==> config.mk <==
export PLATFORM = sky130hd
export DESIGN_NAME = serial_frame_packer
export DESIGN_NICKNAME = d
export VERILOG_FILES = /design/src/rtl/serial_frame_packer.sv
export SDC_FILE = /design/constraint.sdc
export NUM_CORES = 1
export LEC_CHECK = 0
export ABC_CLOCK_PERIOD_IN_PS = 6100
export CAP_MARGIN = 15
export CELL_PAD_IN_SITES_DETAIL_PLACEMENT = 2
export CELL_PAD_IN_SITES_GLOBAL_PLACEMENT = 2
export CORE_MARGIN = 2
export CORE_UTILIZATION = 45
export DETAILED_ROUTE_END_ITERATION = 8
export PLACE_DENSITY = 0.84
export SYNTH_ARGS = -nofsm -noshare
export SYNTH_HDL_FRONTEND = slang
export SYNTH_SLANG_ARGS = --single-unit
==> constraint.sdc <==
create_clock -name CLK -period 6.1 [get_ports CLK]
set_input_delay 1.525 -clock CLK [delete_from_list [all_inputs] [get_ports CLK]]
set_output_delay 1.525 -clock CLK [all_outputs]
set_load 0.01 [all_outputs]
==> src/rtl/serial_frame_packer.sv <==
// rtl/serial_frame_packer.sv - byte framer: SOF, length, buffered payload, 16-bit checksum
// Input bytes land in a small show-ahead FIFO; every output is driven from a register.
module serial_frame_packer #(
  parameter int         DEPTH = 16,
  parameter logic [7:0] SOF   = 8'hA5
) (
  input  logic        CLK,
  input  logic        RESETn,
  input  logic        i_start,
  input  logic        i_abort,
  input  logic [5:0]  i_RCC_BUFFER_LENGTH,
  input  logic [7:0]  i_byte,
  input  logic        i_byte_valid,
  output logic [7:0]  o_tx_data,
  output logic        o_tx_valid,
  input  logic        i_tx_ready,
  output logic        o_busy,
  output logic        o_done,
  output logic        o_overflow,
  output logic [15:0] o_checksum
);
  localparam int AW = $clog2(DEPTH);

  typedef enum logic [2:0] {
    S_IDLE, S_SOF, S_LEN, S_PAYLOAD, S_CSUM_H, S_CSUM_L, S_DONE
  } state_t;

  state_t r_state;
  state_t w_state_nxt;

  logic [7:0]    r_mem [DEPTH];
  logic [AW-1:0] r_rd_ptr;
  logic [AW-1:0] r_wr_ptr;
  logic [AW:0]   r_count;
  logic [7:0]    r_len;
  logic [7:0]    r_rcv_cnt;
  logic [7:0]    r_sent_cnt;
  logic [15:0]   r_checksum;
  logic          r_overflow;
  logic          r_tx_valid;
  logic [7:0]    r_tx_data;
  logic          r_busy;
  logic          r_done;

  logic          w_start;
  logic          w_hs;
  logic          w_pop;
  logic          w_in_window;
  logic          w_full;
  logic          w_push;
  logic          w_drop;
  logic [AW:0]   w_level_after_pop;
  logic [AW:0]   w_count_nxt;
  logic [AW-1:0] w_rd_ptr_nxt;
  logic [15:0]   w_checksum_nxt;
  logic          w_tx_valid_nxt;
  logic [7:0]    w_tx_data_nxt;

  assign w_start     = (r_state == S_IDLE) && i_start && !i_abort;
  assign w_hs        = r_tx_valid && i_tx_ready;
  assign w_pop       = w_hs && (r_state == S_PAYLOAD) && !i_abort;
  assign w_in_window = (r_state != S_IDLE) && (r_state != S_DONE) &&
                       (r_rcv_cnt < r_len) && !i_abort;
  assign w_full      = (r_count == (AW+1)'(DEPTH));
  // A full buffer still takes a byte when the head leaves in the same cycle.
  assign w_push      = w_in_window && i_byte_valid && (!w_full || w_pop);
  assign w_drop      = w_in_window && i_byte_valid && w_full && !w_pop;

  assign w_level_after_pop = r_count - (AW+1)'(w_pop);
  assign w_count_nxt       = w_level_after_pop + (AW+1)'(w_push);
  assign w_rd_ptr_nxt      = r_rd_ptr + AW'(w_pop);

  always_comb begin
    w_checksum_nxt = r_checksum;
    if (w_start) begin
      w_checksum_nxt = 16'h0000;
    end else if (w_push) begin
      w_checksum_nxt = r_checksum + {8'h00, i_byte};
    end
  end

  always_ff @(posedge CLK) begin
    if (!RESETn) begin
      r_state <= S_IDLE;
    end else begin
      r_state <= w_state_nxt;
    end
  end

  always_comb begin
    w_state_nxt = r_state;
    if (i_abort) begin
      w_state_nxt = S_IDLE;
    end else begin
      case (r_state)
        S_IDLE:    if (i_start) w_state_nxt = S_SOF;
        S_SOF:     if (w_hs) w_state_nxt = S_LEN;
        S_LEN:     if (w_hs) w_state_nxt = (r_len != 8'd0) ? S_PAYLOAD : S_CSUM_H;
        S_PAYLOAD: if (w_hs && (r_sent_cnt + 8'd1 == r_len)) w_state_nxt = S_CSUM_H;
        S_CSUM_H:  if (w_hs) w_state_nxt = S_CSUM_L;
        S_CSUM_L:  if (w_hs) w_state_nxt = S_DONE;
        S_DONE:    w_state_nxt = S_IDLE;
        default:   w_state_nxt = S_IDLE;
      endcase
    end
  end

  // Outputs are precomputed for the next state so they can be registered.
  always_comb begin
    w_tx_valid_nxt = 1'b0;
    w_tx_data_nxt  = 8'h00;
    case (w_state_nxt)
      S_SOF: begin
        w_tx_valid_nxt = 1'b1;
        w_tx_data_nxt  = SOF;
      end
      S_LEN: begin
        w_tx_valid_nxt = 1'b1;
        w_tx_data_nxt  = r_len;
      end
      S_PAYLOAD: begin
        w_tx_valid_nxt = (w_count_nxt != '0);
        if (w_count_nxt != '0) begin
          w_tx_data_nxt = (w_level_after_pop == '0) ? i_byte : r_mem[w_rd_ptr_nxt];
        end
      end
      S_CSUM_H: begin
        w_tx_valid_nxt = 1'b1;
        w_tx_data_nxt  = w_checksum_nxt[15:8];
      end
      S_CSUM_L: begin
        w_tx_valid_nxt = 1'b1;
        w_tx_data_nxt  = w_checksum_nxt[7:0];
      end
      default: begin
        w_tx_valid_nxt = 1'b0;
        w_tx_data_nxt  = 8'h00;
      end
    endcase
  end

  always_ff @(posedge CLK) begin
    if (w_push) begin
      r_mem[r_wr_ptr] <= i_byte;
    end
  end

  always_ff @(posedge CLK) begin
    if (!RESETn) begin
      r_rd_ptr   <= '0;
      r_wr_ptr   <= '0;
      r_count    <= '0;
      r_len      <= 8'd0;
      r_rcv_cnt  <= 8'd0;
      r_sent_cnt <= 8'd0;
      r_checksum <= 16'h0000;
      r_overflow <= 1'b0;
      r_tx_valid <= 1'b0;
      r_tx_data  <= 8'h00;
      r_busy     <= 1'b0;
      r_done     <= 1'b0;
    end else begin
      r_tx_valid <= w_tx_valid_nxt;
      r_tx_data  <= w_tx_data_nxt;
      r_busy     <= (w_state_nxt != S_IDLE);
      r_done     <= (w_state_nxt == S_DONE);
      r_checksum <= w_checksum_nxt;
      if (w_start) begin
        r_len      <= {i_RCC_BUFFER_LENGTH, 2'b00};
        r_rcv_cnt  <= 8'd0;
        r_sent_cnt <= 8'd0;
        r_overflow <= 1'b0;
      end else begin
        if (w_push) r_rcv_cnt <= r_rcv_cnt + 8'd1;
        if (w_pop)  r_sent_cnt <= r_sent_cnt + 8'd1;
        if (w_drop) r_overflow <= 1'b1;
      end
      if (i_abort) begin
        r_rd_ptr <= '0;
        r_wr_ptr <= '0;
        r_count  <= '0;
      end else begin
        r_rd_ptr <= w_rd_ptr_nxt;
        r_count  <= w_count_nxt;
        if (w_push) r_wr_ptr <= r_wr_ptr + AW'(1);
      end
    end
  end

  assign o_tx_data  = r_tx_data;
  assign o_tx_valid = r_tx_valid;
  assign o_busy     = r_busy;
  assign o_done     = r_done;
  assign o_overflow = r_overflow;
  assign o_checksum = r_checksum;

endmodule

# ---- Yosys cells after proc, flatten, opt, wreduce, memory -nomap -nowiden
# Memory sizes are Yosys's and may differ from the RTL's.
# Cells that the tools add are included.
dict set report word_totals {
  out_inout_bits 28
  mem_count 1
  regBits 66
  mem_bits_rw 128
}
# memory depth width rd rd_clocked_by_memory_dff wr line_no
set memory_table {}
lappend memory_table {r_mem 16 8 1 0 1 31} ;# logic [7:0] r_mem [DEPTH];
dict set report classes {
  n_bitwise 1
  reduce_logical 26
  n_addsub 7
  n_eq_ne 14
  n_lt_le_gt_ge 1
  mux 17
}
# operator count
set op_table {}
lappend op_table {{$pmux 8 s5} 1}
lappend op_table {{$mux 16} 2}
lappend op_table {{$mux 3} 8}
lappend op_table {{$pmux 3 s6} 1}
lappend op_table {{$add 16x8->16} 1}
lappend op_table {{$add 8x1->8 const B} 2}
lappend op_table {{$mux 8} 2}
lappend op_table {{$eq 3x3->1 const B} 5}
lappend op_table {{$logic_and 1x1->1} 13}
lappend op_table {{$eq 3x2->1 const B} 4}
lappend op_table {{$eq 8x8->1} 1}
lappend op_table {{$lt 8x8->1} 1}
lappend op_table {{$reduce_bool 8->1} 1}
lappend op_table {{$eq 3x1->1 const B} 2}
lappend op_table {{$reduce_bool 3->1} 2}
lappend op_table {{$add 5x1->5} 1}
lappend op_table {{$eq 5x5->1 const B} 1}
lappend op_table {{$logic_not 5->1} 1}
lappend op_table {{$reduce_bool 5->1} 1}
lappend op_table {{$sub 5x1->5} 1}
lappend op_table {{$add 4x1->4} 1}
lappend op_table {{$add 4x1->4 const B} 1}
lappend op_table {{$reduce_or 2->1} 2}
lappend op_table {{$reduce_or 4->1} 1}
lappend op_table {{7 further kinds} 10}

# ---- Logic depth before layout (Yosys ltp)
dict set report logic_depth {
  depth_word 10
  mapped_depth 18
  mapped_depth_nobuf 16
}

# ---- Least setup slack after synthesis
# Ideal clock, no wire load.
dict set report synth_path {
  kind {in2reg}
  from {in i_abort}
  to {reg r_tx_data[5] (netlist: o_tx_data[5])}
  setup_time_ns 0.132
  setup_slack_ns 1.501
  path_stages 16
  arrival_time_ns 4.467
  required_ns 5.968
  path_cell_list {or2_4 > or3_1 > buf_2 > and3_4 > nor2b_4 > buf_4 > buf_4 > ha_1 > ha_1 > nand3b_1 > a31oi_1 > xor2_1 > a41oi_1 > o31a_1 > a221oi_1 > a31oi_1}
}
dict set report synth_via {
  elab_chain_cells 8
}
# element line_no
set synth_lines {}
lappend synth_lines {{start: declaration} 10} ;# input logic i_abort,
lappend synth_lines {{$logic_not 1->1 (*)} {61, 63}}
lappend synth_lines {{$logic_and 1x1->1 (on tied branches)} {63, 61}}
lappend synth_lines {{$logic_and 1x1->1 / $logic_or 1x1->1 (equally long branches)} 66} ;# assign w_push = w_in_window && i_byte_valid && (!w_full || w_pop);
lappend synth_lines {{$logic_and 1x1->1 (*)} 66}
lappend synth_lines {{net w_push} 50} ;# logic w_push;
lappend synth_lines {{$add 5x1->5} 70} ;# assign w_count_nxt = w_level_after_pop + (AW+1)'(w_push);
lappend synth_lines {{$reduce_bool 5->1} 123} ;# if (w_count_nxt != '0) begin
lappend synth_lines {{$mux 8} 123}
lappend synth_lines {{$pmux 8 s5 (*)} 112} ;# case (w_state_nxt)
lappend synth_lines {{end signal: assignment} 164} ;# r_tx_data <= w_tx_data_nxt;
lappend synth_lines {{end: declaration} 41} ;# logic [7:0] r_tx_data;
# The timed path passes the listed nets; every way through them passes the cells marked *.
# A chain may end at the register's enable or synchronous reset.

# ---- Final worst setup path
dict set report layout_path {
  from {in i_abort}
  to {reg r_tx_data[7] (netlist: o_tx_data[7])}
}
# element line_no
set layout_lines {}
lappend layout_lines {{$logic_not 1->1} 61} ;# assign w_pop = w_hs && (r_state == S_PAYLOAD) && !i_abort;
lappend layout_lines {{$logic_and 1x1->1} 61}
lappend layout_lines {{net w_pop} 47} ;# logic w_pop;
lappend layout_lines {{$add 4x1->4} 71} ;# assign w_rd_ptr_nxt = r_rd_ptr + AW'(w_pop);
lappend layout_lines {{net w_rd_ptr_nxt[1]} 54} ;# logic [AW-1:0] w_rd_ptr_nxt;
lappend layout_lines {{$mem_v2 16x8} --}
lappend layout_lines {{$mux 8} 124} ;# w_tx_data_nxt = (w_level_after_pop == '0) ? i_byte : r_mem[w_rd_ptr_nxt];
lappend layout_lines {{$mux 8} 123}
lappend layout_lines {{$pmux 8 s5} 112}
# The timed path passes the listed nets, and every way through them passes these cells.

==> metrics.md <==
| Metric | Value |
|---|---|
| Final Skew | 14.2 ps |
| Avg Cell Area, Syn | approximately 13 um2 |
| Via count | just over 6000 |
| Fillers | roughly 1800 |
| Port Buf Inserts | 47 |
| Minimum clock period | 5510 ps |
| R2r setup slk | approximately 1900 ps |
| Cts hold-fix bufs | 0 |
| Syn Std Cell Area | 8750 um2 |
| Post-synthesis cell type count | between 50 and 60 |
| Grt ovf | 0 |
| TNS Setup | 0 ps |
| Per-cell routed wire length | slightly below 30 um |
| Final #Nets | between 700 and 800 |
| Fin crit share | about nine tenths |
| Status | finished clean |
| Post-CTS setup buffers | 0 |
| Inserted Diodes | 0 |
| CORE AREA | around 19000 um2 |
| Final WL | about 30000 um |
| Final setup viols | 0 |
| Worst skew pair latency | between 400 and 500 ps |
| Vias in the first global route | between 6000 and 7000 |
| Vias/cell | between 6 and 7 |
| Worst min path class | register to register |
| CTS root buf | clkbuf_16 |
| Final ANT Viol Nets | 0 |
| Slew @ Worst Pin | ~1100 ps |
| Synth Warn # | 0 |
| Leakage | around 3.4 nW |
| Synth Register Bits | 194 |
| GRT Util Overall | 30.7% |
| Worst Setup Start Kind | primary input |
| Worst rel slew slack | 26.2% |
| Initial core utilization | a little under half |
| First-pass GRT wire length | around 45000 um |
| Die Y | 143 um |
| Detail Placement HPWL | just under 20000 um |
| PostCTS Resize Cnt | 0 |
| DRT Pass-1 Iters | 5 |
| CTS tree | built |
| Post-route insts no fill | about 1000 |
| CTS Buf Count | 17 |
| CTS Buffer Depth | 2 |
| Unrepaired setup endpoints after global routing | false |
| 1st-iter DRT viols | about 560 |
| Total die area | 20600 um2 |
| Number of synthesized flops with an enable pin | 128 |
| Hold violation count in the final report | 0 |
| CP required | 6420 ps |
| Arr. time, crit path | 5830 ps |
| Sequential share of the synthesized area | about three fifths |
| Worst Hold Depth | 2 |
| Peak supply drop | roughly 0.2 mV |
| Row count | 51 |
| CTS H-Tree Depth | 4 |
| Top Ports | 48 |
| Initial antenna violation count | 0 |
| Pins Over Slew Limit | 0 |
| Power density over the cells | around 270 nW/um2 |
| CP Capture Type | register |
| FMAX | around 180 MHz |
| Routability cong. | 0.819 |
| Ys flop type | edfxtp_1 |
| Crit Path Class | primary input to register |
| Share of post-route cells with drive strength above 1 | around 12% |
| Detailed-route DRC error count | 0 |
| Inst Count DP | slightly below 1000 |
| Syn-to-layout area delta | 16.4% |
| Post-synthesis async set-or-reset flop share | 0% |
| Gate Count Post-Synth | 676 |
| Clock transition at path regs | 80 ps |
| Synthesized Nets | about 720 |
| Overall power | about 0.0027 W |
| Clock sink count | 194 |
| Largest net degree at the start of global routing | 31 |
| Worst R2R Path Depth | 13 |
| CP max FO | 22 |
| Max Cap Viol | 0 |
| Die X | between 100 and 150 um |
==> final cells by class <==
class / instances / area (um2) / share of cell area [%]
sequential: 194 / 5160 / 50.7
timing repair buffer: 62 / 596 / 5.85
multi-input combinational: 439 / 3410 / 33.4
tap: 265 / 332 / 3.25
inverter: 17 / 63.8 / 0.626
clock buffer: 17 / 425 / 4.18
clock inverter: 15 / 200 / 1.96
==> worst paths after layout <==
path                                     end         start
worst max-delay path            o_tx_data[7]       i_abort
worst min-delay path            r_rcv_cnt[7]  r_rcv_cnt[7]
worst max register to register  o_tx_data[7]    r_state[2]
worst min register to register  r_rcv_cnt[7]  r_rcv_cnt[7]
==> kinds of logic after synthesis <==
logic type	share of synthesized area, %
XOR/XNOR	4.20
flip-flops	59.0
AND/OR/NAND/NOR	13.5
AO/OA/AOI/OAI	6.22
adder cells (fa/ha/maj)	3.94
buffers and inverters	2.17
multiplexers	10.9
==> cells in the final DEF, fill, tap and decap left out, types with 6 or more instances in the layout <==
master           synthesis  layout
a21oi_1                 20      20
a31oi_1                 12      12
and2_1                   9       9
and3_1                   7       7
buf_4                    2      14
clkbuf_16                0      17
clkdlybuf4s50_1          0      47
dfxtp_1                 66      66
edfxtp_1               128     128
ha_1                    26      25
inv_1                   17      17
mux2i_1                 19      19
mux4_2                  33      33
nand2_1                 49      49
nand2b_1                14      14
nand3_1                 16      16
nand4_1                 13      13
nor2_1                  77      77
nor2b_1                 13      13
nor3_1                   9       8
o21a_1                   6       6
o21ai_0                 10      10
or3_1                    9       9
xnor2_1                 20      20
xor2_1                  22      22
==> power by group <==
| group | total (W) | switching, W | internal, W |
|---|---|---|---|
| clock | 0.00121 | 0.000605 | 0.000601 |
| sequential | 0.00141 | 0.00000835 | 0.00140 |
| combinational | 0.000102 | 0.0000656 | 0.0000369 |
| total | 0.00272 | 0.000679 | 0.00204 |
==> state kept, by name, indices dropped and copies added, names as in the netlist, 3 cells and up <==
| name | count |
|---|---|
| r_count | 5 |
| r_len | 6 |
| r_mem | 128 |
| r_state | 3 |
| r_rcv_cnt | 8 |
| r_sent_cnt | 8 |
| o_checksum | 16 |
| o_tx_data | 8 |
| r_wr_ptr | 4 |
| r_rd_ptr | 4 |
==> routing by layer <==
| metal | up-vias | wire length (um) | share of wire, % | GRT usage (%) |
|---|---|---|---|---|
| met5 | - | 0 | 0 | 0 |
| met4 | 0 | 1180 | 3.9 | 13.0 |
| met3 | 81 | 1660 | 5.5 | 6.40 |
| met2 | 263 | 15400 | 51 | 52.7 |
| met1 | 3211 | 11800 | 39 | 37.6 |
| li1 | 2636 | - | - | - |
==> synth_stat cells, drive strengths merged, types with 5 or more instances <==
cell / count / area (um2)
o21a: 6 / 45.0
nand4: 14 / 103
clkbuf: 15 / 56.3
or2: 5 / 33.8
or3: 9 / 56.3
mux2i: 19 / 190
nand2: 49 / 184
xnor2: 20 / 175
mux4: 33 / 743
dfxtp: 66 / 1320
buf: 11 / 70.1
and2: 9 / 56.3
nor2: 77 / 289
and3: 8 / 55.1
a31oi: 12 / 75.1
nand3: 16 / 80.1
nor3: 9 / 45.0
xor2: 22 / 193
nor2b: 14 / 95.1
o21ai: 11 / 58.8
a21oi: 22 / 118
nand2b: 14 / 87.6
ha: 26 / 325
edfxtp: 128 / 3840
inv: 17 / 63.8
==> critical path, cell delays in order <==
cell and delay [ps]:
clkdlybuf4s50_1 540, or2_4 340, or3_1 540, inv_1 290, ha_2 240, ha_1 480
buf_4 420, mux4_2 360, nand2_1 90, nand4_1 110, o21ai_0 150, a21oi_1 110
a221oi_1 430, a31oi_1 170
==> per-stage QoR <==
stage	hold WS, ps	util (%)	instance area (um2)	setup slack [ps]
after floorplan	462	-	8750	1500
final	507	52.9	10200	595
after CTS	515	52.9	10200	720
after global routing	529	52.9	10200	335
after global placement	479	49.6	9560	631
after detailed placement	495	49.6	9560	379
No activity file was read; power rests on OpenSTA's default activity.
